`src/rtl/crypto_arbiter.sv`:
```
// crypto_arbiter: round-robin sharing of one encrypt/decrypt core between NUM_REQ requesters.
// Optional WAIT-state watchdog is built when the macro CRYPTO_WDT_EN is defined.
module crypto_arbiter #(
    parameter int NUM_REQ     = 2,
    parameter int OWNER_W     = 1,
    parameter int TIMEOUT_CYC = 1024,
    parameter int CNT_W       = 11
) (
    input  logic               clk,
    input  logic               rst,
    input  logic [NUM_REQ-1:0] req,
    input  logic [NUM_REQ-1:0] req_op,
    output logic [NUM_REQ-1:0] grant,
    output logic [NUM_REQ-1:0] req_done,
    output logic [NUM_REQ-1:0] req_err,
    output logic               core_start_enc,
    output logic               core_start_dec,
    input  logic               core_enc_done,
    input  logic               core_dec_done,
    output logic               busy,
    output logic [OWNER_W-1:0] owner_id
);

    typedef enum logic [1:0] {
        ST_IDLE    = 2'd0,
        ST_ISSUE   = 2'd1,
        ST_WAIT    = 2'd2,
        ST_RELEASE = 2'd3
    } state_t;

    state_t               state_r;
    logic [OWNER_W-1:0]   rr_ptr_r;
    logic [OWNER_W-1:0]   owner_id_r;
    logic                 op_r;
    logic [NUM_REQ-1:0]   grant_r;
    logic [NUM_REQ-1:0]   req_done_r;
    logic                 start_enc_r;
    logic                 start_dec_r;
    logic                 busy_r;
    logic [OWNER_W-1:0]   pick_idx_s;
    logic                 pick_valid_s;
    logic                 done_match_s;
    logic [OWNER_W-1:0]   rr_next_s;

`ifdef CRYPTO_WDT_EN
    logic [CNT_W-1:0]     wdt_cnt_r;
    logic [NUM_REQ-1:0]   req_err_r;
`else
    logic [CNT_W-1:0]     unused_cfg_s;
`endif

    function automatic logic [NUM_REQ-1:0] one_hot(input logic [OWNER_W-1:0] idx);
        return {{(NUM_REQ-1){1'b0}}, 1'b1} << idx;
    endfunction

    // Round-robin pick: first requesting index at or after rr_ptr, wrapping at NUM_REQ
    always_comb begin
        logic [OWNER_W-1:0] cand;
        pick_valid_s = 1'b0;
        pick_idx_s   = '0;
        cand         = '0;
        for (int k = 0; k < NUM_REQ; k++) begin
            cand         = OWNER_W'((int'(rr_ptr_r) + k) % NUM_REQ);
            pick_idx_s   = (req[cand] && !pick_valid_s) ? cand : pick_idx_s;
            pick_valid_s = pick_valid_s | req[cand];
        end
    end

    assign done_match_s = op_r ? core_dec_done : core_enc_done;
    assign rr_next_s    = (owner_id_r == OWNER_W'(NUM_REQ - 1)) ? '0 : owner_id_r + OWNER_W'(1);

    // Main sequencer; every output comes straight from a register
    always_ff @(posedge clk or posedge rst) begin
        if (rst) begin
            state_r     <= ST_IDLE;
            rr_ptr_r    <= '0;
            owner_id_r  <= '0;
            op_r        <= 1'b0;
            grant_r     <= '0;
            req_done_r  <= '0;
            start_enc_r <= 1'b0;
            start_dec_r <= 1'b0;
            busy_r      <= 1'b0;
`ifdef CRYPTO_WDT_EN
            wdt_cnt_r   <= '0;
            req_err_r   <= '0;
`endif
        end else begin
            start_enc_r <= 1'b0;
            start_dec_r <= 1'b0;
            req_done_r  <= '0;
`ifdef CRYPTO_WDT_EN
            req_err_r   <= '0;
`endif
            case (state_r)
                ST_IDLE: begin
                    if (pick_valid_s) begin
                        owner_id_r  <= pick_idx_s;
                        op_r        <= req_op[pick_idx_s];
                        grant_r     <= one_hot(pick_idx_s);
                        start_enc_r <= ~req_op[pick_idx_s];
                        start_dec_r <= req_op[pick_idx_s];
                        busy_r      <= 1'b1;
                        state_r     <= ST_ISSUE;
                    end else begin
                        state_r     <= ST_IDLE;
                    end
                end
                ST_ISSUE: begin
`ifdef CRYPTO_WDT_EN
                    wdt_cnt_r <= '0;
`endif
                    state_r   <= ST_WAIT;
                end
                ST_WAIT: begin
                    // A matching done takes priority over a simultaneous timeout
                    if (done_match_s) begin
                        req_done_r <= one_hot(owner_id_r);
                        grant_r    <= '0;
                        state_r    <= ST_RELEASE;
                    end
`ifdef CRYPTO_WDT_EN
                    else if (wdt_cnt_r == CNT_W'(TIMEOUT_CYC)) begin
                        req_err_r  <= one_hot(owner_id_r);
                        grant_r    <= '0;
                        state_r    <= ST_RELEASE;
                    end else begin
                        wdt_cnt_r  <= wdt_cnt_r + CNT_W'(1);
                    end
`else
                    else begin
                        state_r    <= ST_WAIT;
                    end
`endif
                end
                ST_RELEASE: begin
                    rr_ptr_r <= rr_next_s;
                    busy_r   <= 1'b0;
                    state_r  <= ST_IDLE;
                end
                default: begin
                    grant_r <= '0;
                    busy_r  <= 1'b0;
                    state_r <= ST_IDLE;
                end
            endcase
        end
    end

    assign grant          = grant_r;
    assign req_done       = req_done_r;
    assign core_start_enc = start_enc_r;
    assign core_start_dec = start_dec_r;
    assign busy           = busy_r;
    assign owner_id       = owner_id_r;

`ifdef CRYPTO_WDT_EN
    assign req_err = req_err_r;
`else
    assign req_err      = '0;
    assign unused_cfg_s = CNT_W'(TIMEOUT_CYC);
`endif

endmodule

```
`config.mk`:
```
export PLATFORM = sky130hd
export DESIGN_NAME = crypto_arbiter
export DESIGN_NICKNAME = d
export VERILOG_FILES = /design/src/rtl/crypto_arbiter.sv
export SDC_FILE = /design/constraint.sdc
export NUM_CORES = 1
export LEC_CHECK = 0
export ABC_AREA = 1
export ABC_CLOCK_PERIOD_IN_PS = 2620
export CAP_MARGIN = 0
export CORE_MARGIN = 3
export CORE_UTILIZATION = 34
export DETAILED_ROUTE_END_ITERATION = 8
export MAX_ROUTING_LAYER = met4
export SLEW_MARGIN = 10
export SYNTH_ARGS = -nofsm -noshare
export SYNTH_HDL_FRONTEND = slang
export SYNTH_SLANG_ARGS = --single-unit
```
`constraint.sdc`:
```
create_clock -name clk -period 2.62 [get_ports clk]
set_input_delay 0.262 -clock clk [delete_from_list [all_inputs] [get_ports clk]]
set_output_delay 0.262 -clock clk [all_outputs]
set_load 0.01 [all_outputs]
```
* Yosys cells after proc, flatten, opt, wreduce, memory -nomap -nowiden
Cells that the tools add are included.
Storage, ports and cells: bits of input ports 8, output and inout port bits 10, word-level logic and storage cells 55, register bits 12
Operators by class: shift-type cells 2, $add $sub $neg 2, muxes and demuxes 24, reduce and logical (&&, ||, !) cells 8, bitwise operators 2, equality and inequality tests 5, order comparisons 3
Operator list (number):
- two-way mux 1 bit | 17
- two-way mux 2 bit | 4
- one-hot mux 2 bit (4 select lines) | 1
- less-than comparator 1 x 2 -> 1 bit (second input constant) | 3
- equality test 2 bit (second input constant) | 2
- != test 2 bit (second input constant) | 2
- one-hot mux 2 bit (2 select lines) | 1
- AND reduction 2 bit | 2
- nonzero test 2 bit | 2
- << shifter 1 x 1 -> 2 bit (first input constant) | 2
- AND reduction 3 bit | 1
- adder 1 bit (second input constant) | 2
- equality test 2 x 1 -> 1 bit (second input constant) | 1
- logical NOT 2 bit | 1
- one-hot mux 1 bit (2 select lines) | 1
- logical AND 1 bit | 1
- logical NOT 1 bit | 1
- NOT 1 bit | 1
- bitwise OR 1 bit | 1

* Longest topological paths before layout
depth after elaboration 10, depth in mapped cells 8, depth with buffers taken out 8

* Least setup slack after synthesis
OpenSTA, ideal clock, no wires.
path type flip-flop to flip-flop, from register state_r[0], to register grant_r[0], in the netlist grant[0], data arrival time 1.087 ns, period minus slack after synthesis 1.204 ns, stages on the path, launching flop included 9, path buffers 0, required time 2.503 ns, setup time 0.117 ns, path slack 1.416 ns, cells stage by stage dfrtp_1 > inv_1 > ha_1 > inv_2 > or2_0 > nand2_2 > nand2_2 > nand2_1 > nand2_1
On the way: longest elaborated chain between the ends 3, elaborated cells between the ends (all ways) 7, classes of those cells eq/ne: 3; mux: 1; reduce/logical: 3
RTL lines:
- start: declaration | line 31 | state_t state_r;
- start signal: assignment | line 75 | state_r <= ST_IDLE;
- start signal: assignment | line 104 | state_r <= ST_ISSUE;
- start signal: assignment | line 106 | state_r <= ST_IDLE;
- equality test 2 bit or logical NOT 2 bit (tied branches) | line 95 | case (state_r)
- != test 2 bit (no line) or nonzero test 2 bit (tied branches)
- AND reduction 3 bit (no line)
- end signal: assignment | line 100 | grant_r <= one_hot(pick_idx_s);
- end: declaration | line 35 | logic [NUM_REQ-1:0] grant_r;
Several ways; a longest one is shown, not always the timed one. A chain may end at the register's enable or synchronous reset.

* Final worst setup path
from register owner_id_r, in the netlist owner_id, to output owner_id
RTL lines:
- start: declaration | line 33 | logic [OWNER_W-1:0] owner_id_r;
- start signal: assignment | line 98 | owner_id_r <= pick_idx_s;
- end: declaration | line 21 | output logic [OWNER_W-1:0] owner_id
No word-level cell between the ends.

==> out/qor.txt <==
Seq/Total Area, Yosys - 0.536
Fillers - 155
Top cell type's share of synthesized area - 0.536
Simple-gate portion of the synthesized area - 0.228
Switching share of power - 0.356
Synth warnings - 0
MaxCap Viol Count - 0
Crit-path max FO - 3
Status - complete, no violations
Fin Setup TNS - 0 ns
Clock power frac - 0.182
Largest net degree at the start of global routing - 13
Clk_skew - 0.00352 ns
Reg power frac - 0.374
Place WS - 1.24 ns
Setup crit end kind - output port
Vias in the first global route - 378
Vias per inst - 4.40
Synth area leader - dfrtp_1
I/O Buffers - 15
Die Ht - 46.6 um
Number of synthesized flops with an enable pin - 0
Crit path max-delay family - buffers and inverters
FFs w/ async S/R, synth - 1.00
Final min period - 1.43 ns
Share of cells above drive strength 1 - 0.0952
Max Fclk - 699 MHz
Final period util - 0.546
Die Width - 46.6 um
Hold Path Class - input pin to async pin
Synth Area in Compound Gates - 0.0558
Worst path bufs/invs - 1
# Post-CTS Setup Buffers - 0
Critical R2R Capture - grant[0]
Crit path required time - 2.36 ns
Initial DRC count - 7
TritonCTS Sinks - 12
Final Cell Area - 756 sq um
Crit path largest cell delay - 0.54 ns
GPL Wtd Cong - 0.833
Netlist cell types - 13
Sw power - 284 uW
Synth Cell Area - 561 sq um
Setup ws final - 1.19 ns
CP Cell Sequence - clkdlybuf4s50_1
Avg WL per Cell - 9.57 um
Crit start category - flop
Hold Buf Count CTS - 0
Post-synthesis xor/xnor area fraction - 0
Worst R2R Setup Slack - 1.32 ns
VDD IR-drop max - 0.000578 V
Worst Path Arrival - 1.17 ns
Final WL - 957 um
RSZ-0062 raised after global routing - false
Rows - 14
GRT Util Overall - 0.113
Flops & latches, synth - 12
Most frequent cell after synthesis - nand2_1
Register-to-Register Path Depth - 8
Crit Path Category - flop to output port
Power per cell area - 1050 nW/um^2
Routed vias - 440
Post-CTS resize count - 0
Post-synthesis adder-cell area fraction - 0.0670
Clock slew at reported path FFs - 0.07 ns
Slowest CP cell - clkdlybuf4s50_1
Pins Over Slew Limit - 0
Pre-Repair DR Iteration Count - 4
Congestion Overflow GR - 0
Main combinational cell family by area after synthesis - simple AND/OR/NAND/NOR gates
Drt drc - 0
CTS H-tree depth - 1
Area Overhead vs Synth - 34.8%
Core area - 1520 sq um
Synth cell count leaders - 18 x nand2_1, 12 x dfrtp_1, 11 x inv_1
Clk_lat worst skew - 0.27 ns
ANT cells - 0
Post-synthesis instance total - 66
Synth area leaders - dfrtp_1 54%, nand2_1 12%, inv_1 7.4%, ha_1 6.7%, nor2_1 4.7%
Area after DPL - 719 sq um
Final count of negative-setup-slack endpoints - 0
Clock root buffer - clkbuf_4
Internal Pwr Total - 513 uW
Clock Tree Buf Depth - 2
Leakage power - 0.000398 uW
Detail Route Antenna Nets - 0
Initial Utilization - 0.368
Fin. Hold Viols - 0
Post-synthesis mux area share - 0
RR Startpoint - state_r[0]
Ys flop type - dfrtp_1
Nets@finish - 96
Syn avg cell area - 8.49 sq um
Antenna violations before repair - 0
First-pass GRT wire length - 1.57 mm
Die area - 2170 sq um
Register Area - 300 sq um
Footprint of the multi-input gates - 204 sq um
Post-DP HPWL - 753 um
Combinational power share - 0.444
CTS tree - built
# IOs - 18
TritonCTS buffer count - 3
-- metrics by stage --
step	util	power (uW)	hold WS, ns	std cells
final	0.496	797	0.291	100
after global routing	0.496	874	0.321	100
after CTS	0.496	810	0.309	100
after detailed placement	0.472	658	0.444	96
after global placement	0.472	656	0.443	96
after floorplan	-	515	0.127	67
-- cell type report --
cell class	count	share of cell area
Sequential cell	12	0.397
Timing Repair Buffer	15	0.199
Inverter	12	0.0596
Tap cell	16	0.0265
Multi-Input combinational cell	41	0.270
Clock buffer	4	0.0480
-- metal layers --
metal	up-vias	track usage	part of all wire
li1	231	-	-
met1	192	0.119	0.45
met3	2	0.0586	0.097
met2	15	0.176	0.45
met4	0	0.0511	0.0073
met5	-	-	0
-- worst max path at each step --
stage | cells after the start | end | slack, ns | startpoint
5_1_grt | 1 | grant[0] | 1.14 | grant[0]
4_1_cts | 1 | owner_id | 1.17 | owner_id
3_3_place_gp | 8 | grant[1] | 1.27 | core_dec_done
3_5_place_dp | 6 | op_r | 1.24 | req[0]
2_1_floorplan | 8 | grant[0] | 1.42 | state_r[0]
6_report | 1 | owner_id | 1.19 | owner_id
-- layout by cell type (no fill, tap or decap) --
master           instances
a21boi_2                 1
clkbuf_4                 3
clkbuf_8                 1
clkdlybuf4s50_1         15
conb_1                   2
dfrtp_1                 12
ha_1                     3
inv_1                   11
inv_2                    1
nand2_1                 18
nand2_2                  2
nand3_1                  3
nor2_1                   7
o21ai_0                  4
or2_0                    1
-- power by group through the flow --
stage	clock network (uW)	registers, uW	logic (uW)
detailed placement	0	302	356
finish	145	298	354
CTS	152	299	359
floorplan	0	322	193
global placement	0	301	354
global route	161	307	406
-- logic make-up (layout without fill, tap and decap cells) --
group | after synthesis | after routing
and+or+nand+nor | 31 | 31
buffers and inverters | 14 | 31
DFF | 12 | 12
AOI/OAI and AO/OA | 5 | 5
adders and majority gates | 3 | 3
other | 1 | 2
-- flip-flops by register name, summed over array words and instances, names as in the netlist --
signal	count
busy	1
core_start_dec	1
core_start_enc	1
grant	2
op_r	1
owner_id	1
req_done	2
rr_ptr_r	1
state_r	2
Power figures use the tool's default switching activity.
